[config.mk]
export PLATFORM = sky130hd
export DESIGN_NAME = axis_snapshot
export DESIGN_NICKNAME = d
export VERILOG_FILES = /design/src/rtl/snapshot_pkg.sv /design/src/rtl/sdp_ram.sv /design/src/rtl/axis_snapshot.sv
export SDC_FILE = /design/constraint.sdc
export NUM_CORES = 1
export LEC_CHECK = 0
export ABC_AREA = 1
export BUFFER_PORTS_ARGS = -buffer_cell sky130_fd_sc_hd__buf_2
export CAP_MARGIN = 5
export CORE_ASPECT_RATIO = 0.5
export CORE_MARGIN = 10
export CORE_UTILIZATION = 29
export CTS_BUF_LIST = sky130_fd_sc_hd__clkbuf_8
export DETAILED_ROUTE_END_ITERATION = 6
export GPL_TIMING_DRIVEN = 1
export PLACE_DENSITY = 0.52
export SYNTH_ARGS = -nofsm -noshare
export SYNTH_HDL_FRONTEND = slang
export SYNTH_SLANG_ARGS = --single-unit
[constraint.sdc]
create_clock -name clk -period 4.3 [get_ports clk]
set_input_delay 0.215 -clock clk [delete_from_list [all_inputs] [get_ports clk]]
set_output_delay 0.215 -clock clk [all_outputs]
set_load 0.02 [all_outputs]
[src/rtl/snapshot_pkg.sv]
// Shared types and helpers for the axis_snapshot stream capture block.
package snapshot_pkg;

  localparam int unsigned STATE_W = 2;

  typedef enum logic [STATE_W-1:0] {
    IDLE    = 2'd0,
    ARMED   = 2'd1,
    CAPTURE = 2'd2,
    DONE    = 2'd3
  } state_e;

  // Address width for a buffer of the given depth (at least one bit).
  function automatic int unsigned addr_w(input int unsigned depth);
    return (depth > 1) ? $clog2(depth) : 1;
  endfunction

endpackage

[src/rtl/sdp_ram.sv]
// Simple dual-port buffer: one write port, one registered read port, one clock.
module sdp_ram
  import snapshot_pkg::*;
#(
  parameter int unsigned WIDTH = 32,
  parameter int unsigned DEPTH = 32
) (
  input  logic                      clk,
  input  logic                      i_wr_en,
  input  logic [addr_w(DEPTH)-1:0]  i_wr_addr,
  input  logic [WIDTH-1:0]          i_wr_data,
  input  logic                      i_rd_en,
  input  logic [addr_w(DEPTH)-1:0]  i_rd_addr,
  output logic [WIDTH-1:0]          o_rd_data
);

  logic [WIDTH-1:0] r_mem [DEPTH];
  logic [WIDTH-1:0] r_rd_data;

  always_ff @(posedge clk) begin
    if (i_wr_en) begin
      r_mem[i_wr_addr] <= i_wr_data;
    end
  end

  // Read data only advances on a read enable, so it holds while the consumer stalls.
  always_ff @(posedge clk) begin
    if (i_rd_en) begin
      r_rd_data <= r_mem[i_rd_addr];
    end
  end

  assign o_rd_data = r_rd_data;

endmodule

[src/rtl/axis_snapshot.sv]
// Arms on a pulse, captures DEPTH accepted beats of a monitored AXIS stream, replays them on m_axis.
// Define SNAPSHOT_FRAME_ALIGN_EN to hold ARMED until a frame boundary (accepted tlast beat).
module axis_snapshot
  import snapshot_pkg::*;
#(
  parameter int unsigned WIDTH = 16,
  parameter int unsigned DEPTH = 32
) (
  input  logic                 clk,
  input  logic                 rst,
  input  logic                 arm,
  input  logic                 s_axis_tvalid,
  input  logic                 s_axis_tready,
  input  logic [2*WIDTH-1:0]   s_axis_tdata,
  input  logic                 s_axis_tlast,
  output logic                 m_axis_tvalid,
  output logic [2*WIDTH-1:0]   m_axis_tdata,
  output logic                 m_axis_tlast,
  input  logic                 m_axis_tready,
  output logic [STATE_W-1:0]   state,
  output logic                 overflow
);

  localparam int unsigned DW = 2 * WIDTH;
  localparam int unsigned AW = addr_w(DEPTH);
  localparam logic [AW-1:0] LAST_ADDR = AW'(DEPTH - 1);

  state_e          r_state;
  state_e          w_state_nxt;
  logic [AW-1:0]   r_wr_addr;
  logic [AW-1:0]   r_rd_addr;
  logic            r_rd_all;
  logic            r_tvalid;
  logic            r_tlast;
  logic            r_overflow;
  logic            w_beat;
  logic            w_last_hs;
  logic            w_wr_en;
  logic            w_rd_en;
  logic            w_ovf_set;
  logic            w_frame_start;
  logic [DW-1:0]   w_rd_data;

  assign w_beat    = s_axis_tvalid && s_axis_tready;
  assign w_last_hs = r_tvalid && r_tlast && m_axis_tready;

`ifdef SNAPSHOT_FRAME_ALIGN_EN
  assign w_frame_start = w_beat && s_axis_tlast;
`else
  logic w_unused_tlast;
  assign w_unused_tlast = s_axis_tlast;
  assign w_frame_start  = 1'b1;
`endif

  // State register
  always_ff @(posedge clk or negedge rst) begin
    if (!rst) begin
      r_state <= IDLE;
    end else begin
      r_state <= w_state_nxt;
    end
  end

  // Next-state logic
  always_comb begin
    w_state_nxt = r_state;
    case (r_state)
      IDLE:    if (arm) w_state_nxt = ARMED;
      ARMED:   if (w_frame_start) w_state_nxt = CAPTURE;
      CAPTURE: if (w_beat && (r_wr_addr == LAST_ADDR)) w_state_nxt = DONE;
      DONE:    if (w_last_hs) w_state_nxt = IDLE;
      default: w_state_nxt = IDLE;
    endcase
  end

  // Per-state control strobes
  always_comb begin
    w_wr_en   = 1'b0;
    w_rd_en   = 1'b0;
    w_ovf_set = 1'b0;
    case (r_state)
      CAPTURE: w_wr_en = w_beat;
      DONE: begin
        w_rd_en   = !r_rd_all && (!r_tvalid || m_axis_tready);
        w_ovf_set = w_beat;
      end
      default: ;
    endcase
  end

  // Address counters and readback output registers
  always_ff @(posedge clk or negedge rst) begin
    if (!rst) begin
      r_wr_addr  <= '0;
      r_rd_addr  <= '0;
      r_rd_all   <= 1'b0;
      r_tvalid   <= 1'b0;
      r_tlast    <= 1'b0;
      r_overflow <= 1'b0;
    end else begin
      if (r_state == IDLE) begin
        r_wr_addr <= '0;
        r_rd_addr <= '0;
        r_rd_all  <= 1'b0;
        if (arm) r_overflow <= 1'b0;
      end
      if (w_wr_en && (r_wr_addr != LAST_ADDR)) begin
        r_wr_addr <= r_wr_addr + AW'(1);
      end
      if (w_ovf_set) begin
        r_overflow <= 1'b1;
      end
      // A read issued now lands in the RAM output register together with tvalid.
      if (w_rd_en) begin
        r_tvalid <= 1'b1;
        r_tlast  <= (r_rd_addr == LAST_ADDR);
        if (r_rd_addr == LAST_ADDR) begin
          r_rd_all <= 1'b1;
        end else begin
          r_rd_addr <= r_rd_addr + AW'(1);
        end
      end else if (r_tvalid && m_axis_tready) begin
        r_tvalid <= 1'b0;
        r_tlast  <= 1'b0;
      end
    end
  end

  sdp_ram #(
    .WIDTH (DW),
    .DEPTH (DEPTH)
  ) u_buf (
    .clk       (clk),
    .i_wr_en   (w_wr_en),
    .i_wr_addr (r_wr_addr),
    .i_wr_data (s_axis_tdata),
    .i_rd_en   (w_rd_en),
    .i_rd_addr (r_rd_addr),
    .o_rd_data (w_rd_data)
  );

  assign m_axis_tvalid = r_tvalid;
  assign m_axis_tdata  = w_rd_data;
  assign m_axis_tlast  = r_tlast;
  assign state         = r_state;
  assign overflow      = r_overflow;

endmodule

==> summary.txt <==
Outcome
  – Outcome: finished, final reports clean

Die
  – Num ports: 76
  – Die height: 293.7 um
  – DIE AREA: 166700 um^2
  – Die Wd: 567.5 um
  – Core ar.: 148800 um^2
  – Initial core utilization: 29.21%
  – FP Rows: 100

GRT
  – Grt ovf: 0
  – Pin count of the biggest net entering global routing: 182
  – Vias in the first global route: 27100
  – First-pass GRT wire length: 177300 um
  – Initial antenna violation count: 2
  – Gr usage total: 13.88%

STA
  – Fmax: 297.7 MHz
  – Final period util: 78.13%
  – Slew headroom: 24.74%
  – Min cycle time layout: 3.360 ns
  – RSZ-0062 raised after global routing: no
  – Fin. Hold Viols: 0
  – Setup-failing EPs final: 0
  – Least-Margin Pin Slew: 1.128 ns
  – Hold Slack: 0.2453 ns
  – Fin Setup TNS: 0 ns
  – Slew Limit Fails: 0
  – Final Skew: 0.03266 ns

Routing
  – Drt drc: 0
  – Routed WL: 120300 um
  – Avg WL per Cell: 20.49 um
  – Detail Route Antenna Nets: 0
  – Via count: 27850
  – Via/cell ratio: 4.744
  – 1st-pass router iterations: 6
  – DR iter-0 viols: 2576

Cells and area
  – Ratio of cells with drive above 1 in the final layout: 9.794%
  – Finished Core Util: 33.17%
  – Area delta synth->final: 13.53%
  – Commonest non-fill, non-tap cell in the layout: nand2_1
  – Nets: 3810
  – Most frequent cells in the layout: 1460 x nand2_1, 1056 x edfxtp_1, 784 x nand3_1

Clocking
  – CTS max path bufs: 3
  – TritonCTS buffer count: 173
  – Post-CTS Setup Inserts: 0
  – CTS HTree Levels: 4
  – Root buf cell: clkbuf_8
  – Clock Latency Late Sink: 0.82 ns
  – TritonCTS clock tree: yes
  – CTS sink cnt: 1072
  – Worst-path clk slew: 0.06 ns

Power
  – Maximum vdd drop: 0.5474 mV
  – Leak: 17.70 nW
  – Pwr Total: 27.62 mW
  – PwrDens: 559.8 nW/um^2

Yosys
  – Seq/Total Area, Yosys: 73.89%
  – Post-Synthesis Cells: 3628
  – Avg Cell Area, Syn: 11.98 um^2
  – Post-Syn Nets: 3678
  – Synthesis warning total: 0
  – Post-synth cell types: 24
  – Synthesized area: 43460 um^2
  – Seq cells post-synth: 1072

Place
  – Port Buf Inserts: 74
  – Post-DP HPWL: 62640 um
  – GP Congestion: 0.7668

Flow run
  – MaxCap Viol Count: 0

Setup path
  – Worst EP required: 4.82 ns
  – Critical-path cell list: inv_1 > ha_1 > inv_1 > nor2_1 > nand2_1 > nor2_4 > buf_4
  – Critical path startpoint category: register
  – Worst EP arrival: 3.88 ns
  – Largest stage delay, worst path: 0.96 ns
  – Critical Path Slowest Stage Cell: nor2_4
  – Crit-path most repeated cell: inv_1
  – Crit Path Category: register to register
  – Peak fanout along the critical path: 19
  – CP endpoint kind: register

Min path
  – Hold Path Class: input port to register
==> critical path: cells and delay by family, from the launching register on <==
family,cells,cell delay (ns)
adder cells (fa/ha/maj),1,0.19
flip-flops,1,0.40
AND/OR/NAND/NOR,3,1.97
buffers and inverters,3,0.50
==> through the flow <==
stage               cell area [um^2]  std cells  worst slack [ns]
floorplan                      43460       3628             1.199
global route                   49340       5871            0.7341
detailed placement             46020       5535            0.9710
CTS                            49330       5869            0.9600
finish                         49340       5871            0.9404
global placement               46020       5535             1.037
==> logic make-up (layout without fill, tap and decap cells) <==
kind of cell	count (synthesis)	after routing	synth area share, %
AO/OA/AOI/OAI	18	18	0.2303
XOR/XNOR	1	1	0.02016
adder cells (fa/ha/maj)	11	11	0.3167
buffers and inverters	240	492	3.527
flip-flops	1072	1072	73.89
other	0	2	0
AND/OR/NAND/NOR	2286	2286	22.02
==> sequential cells by signal (all words and copies together) (netlist names) <==
register and flops:
state 2, m_axis_tlast 1, overflow 1, r_wr_addr 5, u_buf.r_mem 1024, r_rd_all 1, m_axis_tvalid 1, r_rd_addr 5
u_buf.o_rd_data 32
==> synthesized netlist by cell type <==
cell type	count	area (um^2)
inv_8	1	11.26
nand4_1	1	6.260
buf_4	27	202.7
nand2_1	1460	5480
buf_1	8	30.03
buf_2	106	530.5
buf_6	51	574.3
clkbuf_1	27	101.4
inv_1	17	63.81
nor3_1	1	5.000
a21oi_1	5	25.02
o22ai_1	1	6.260
a32o_1	1	10.01
nor2_1	39	146.4
xor2_1	1	8.760
clkbuf_4	2	15.01
edfxtp_1	1056	31710
inv_2	1	3.750
dfrtp_1	16	400.4
or2_2	1	6.260
ha_1	11	137.6
o32ai_1	1	8.760
o21ai_0	10	50.05
nand3_1	784	3924
==> power by group <==
part           internal (mW)  switching (mW)
sequential              11.9           0.161
combinational           2.18            5.71
clock                   3.75            3.96
==> area by class of cell <==
| type | count | area (um^2) |
|---|---|---|
| multi-input cells | 2316 | 10050 |
| fillers | 14710 | 99430 |
| diodes | 2 | 5.005 |
| clock buffers | 174 | 2395 |
| repair buffers | 178 | 1637 |
| flip-flops and latches | 1072 | 32130 |
| inverters | 19 | 101.3 |
| clock inverters | 121 | 531.8 |
| well taps | 1989 | 2489 |
==> per-layer routing <==
layer	vias up	wire length [um]	track usage [%]
met5	-	13	0
met4	2	3253	4.749
met3	207	6859	2.051
met2	840	56670	22.73
met1	13850	53490	18.86
li1	12950	-	-
==> path summary, 6_finish.rpt <==
| path | start | to | slack (ns) | depth (start not counted) |
|---|---|---|---|---|
| worst max register to register | state[0] | u_buf.r_mem[22][0] | 0.94 | 7 |
| worst max-delay path | state[0] | u_buf.r_mem[22][0] | 0.94 | 7 |
| min in group asynchronous | rst | r_wr_addr[1] | 0.55 | 3 |
| worst min-delay path | m_axis_tready | m_axis_tvalid | 0.25 | 5 |
| max in group asynchronous | rst | r_rd_addr[2] | 3.16 | 3 |
| worst min register to register | r_rd_all | r_rd_all | 0.55 | 2 |
==> what timing repair did <==
item,CTS,global route
hold buffers,39,0
endpoints found under the setup margin,0,0
resized for setup,0,0
hold endpoints to repair,1050,0
No activity file was read; power rests on OpenSTA's default activity.
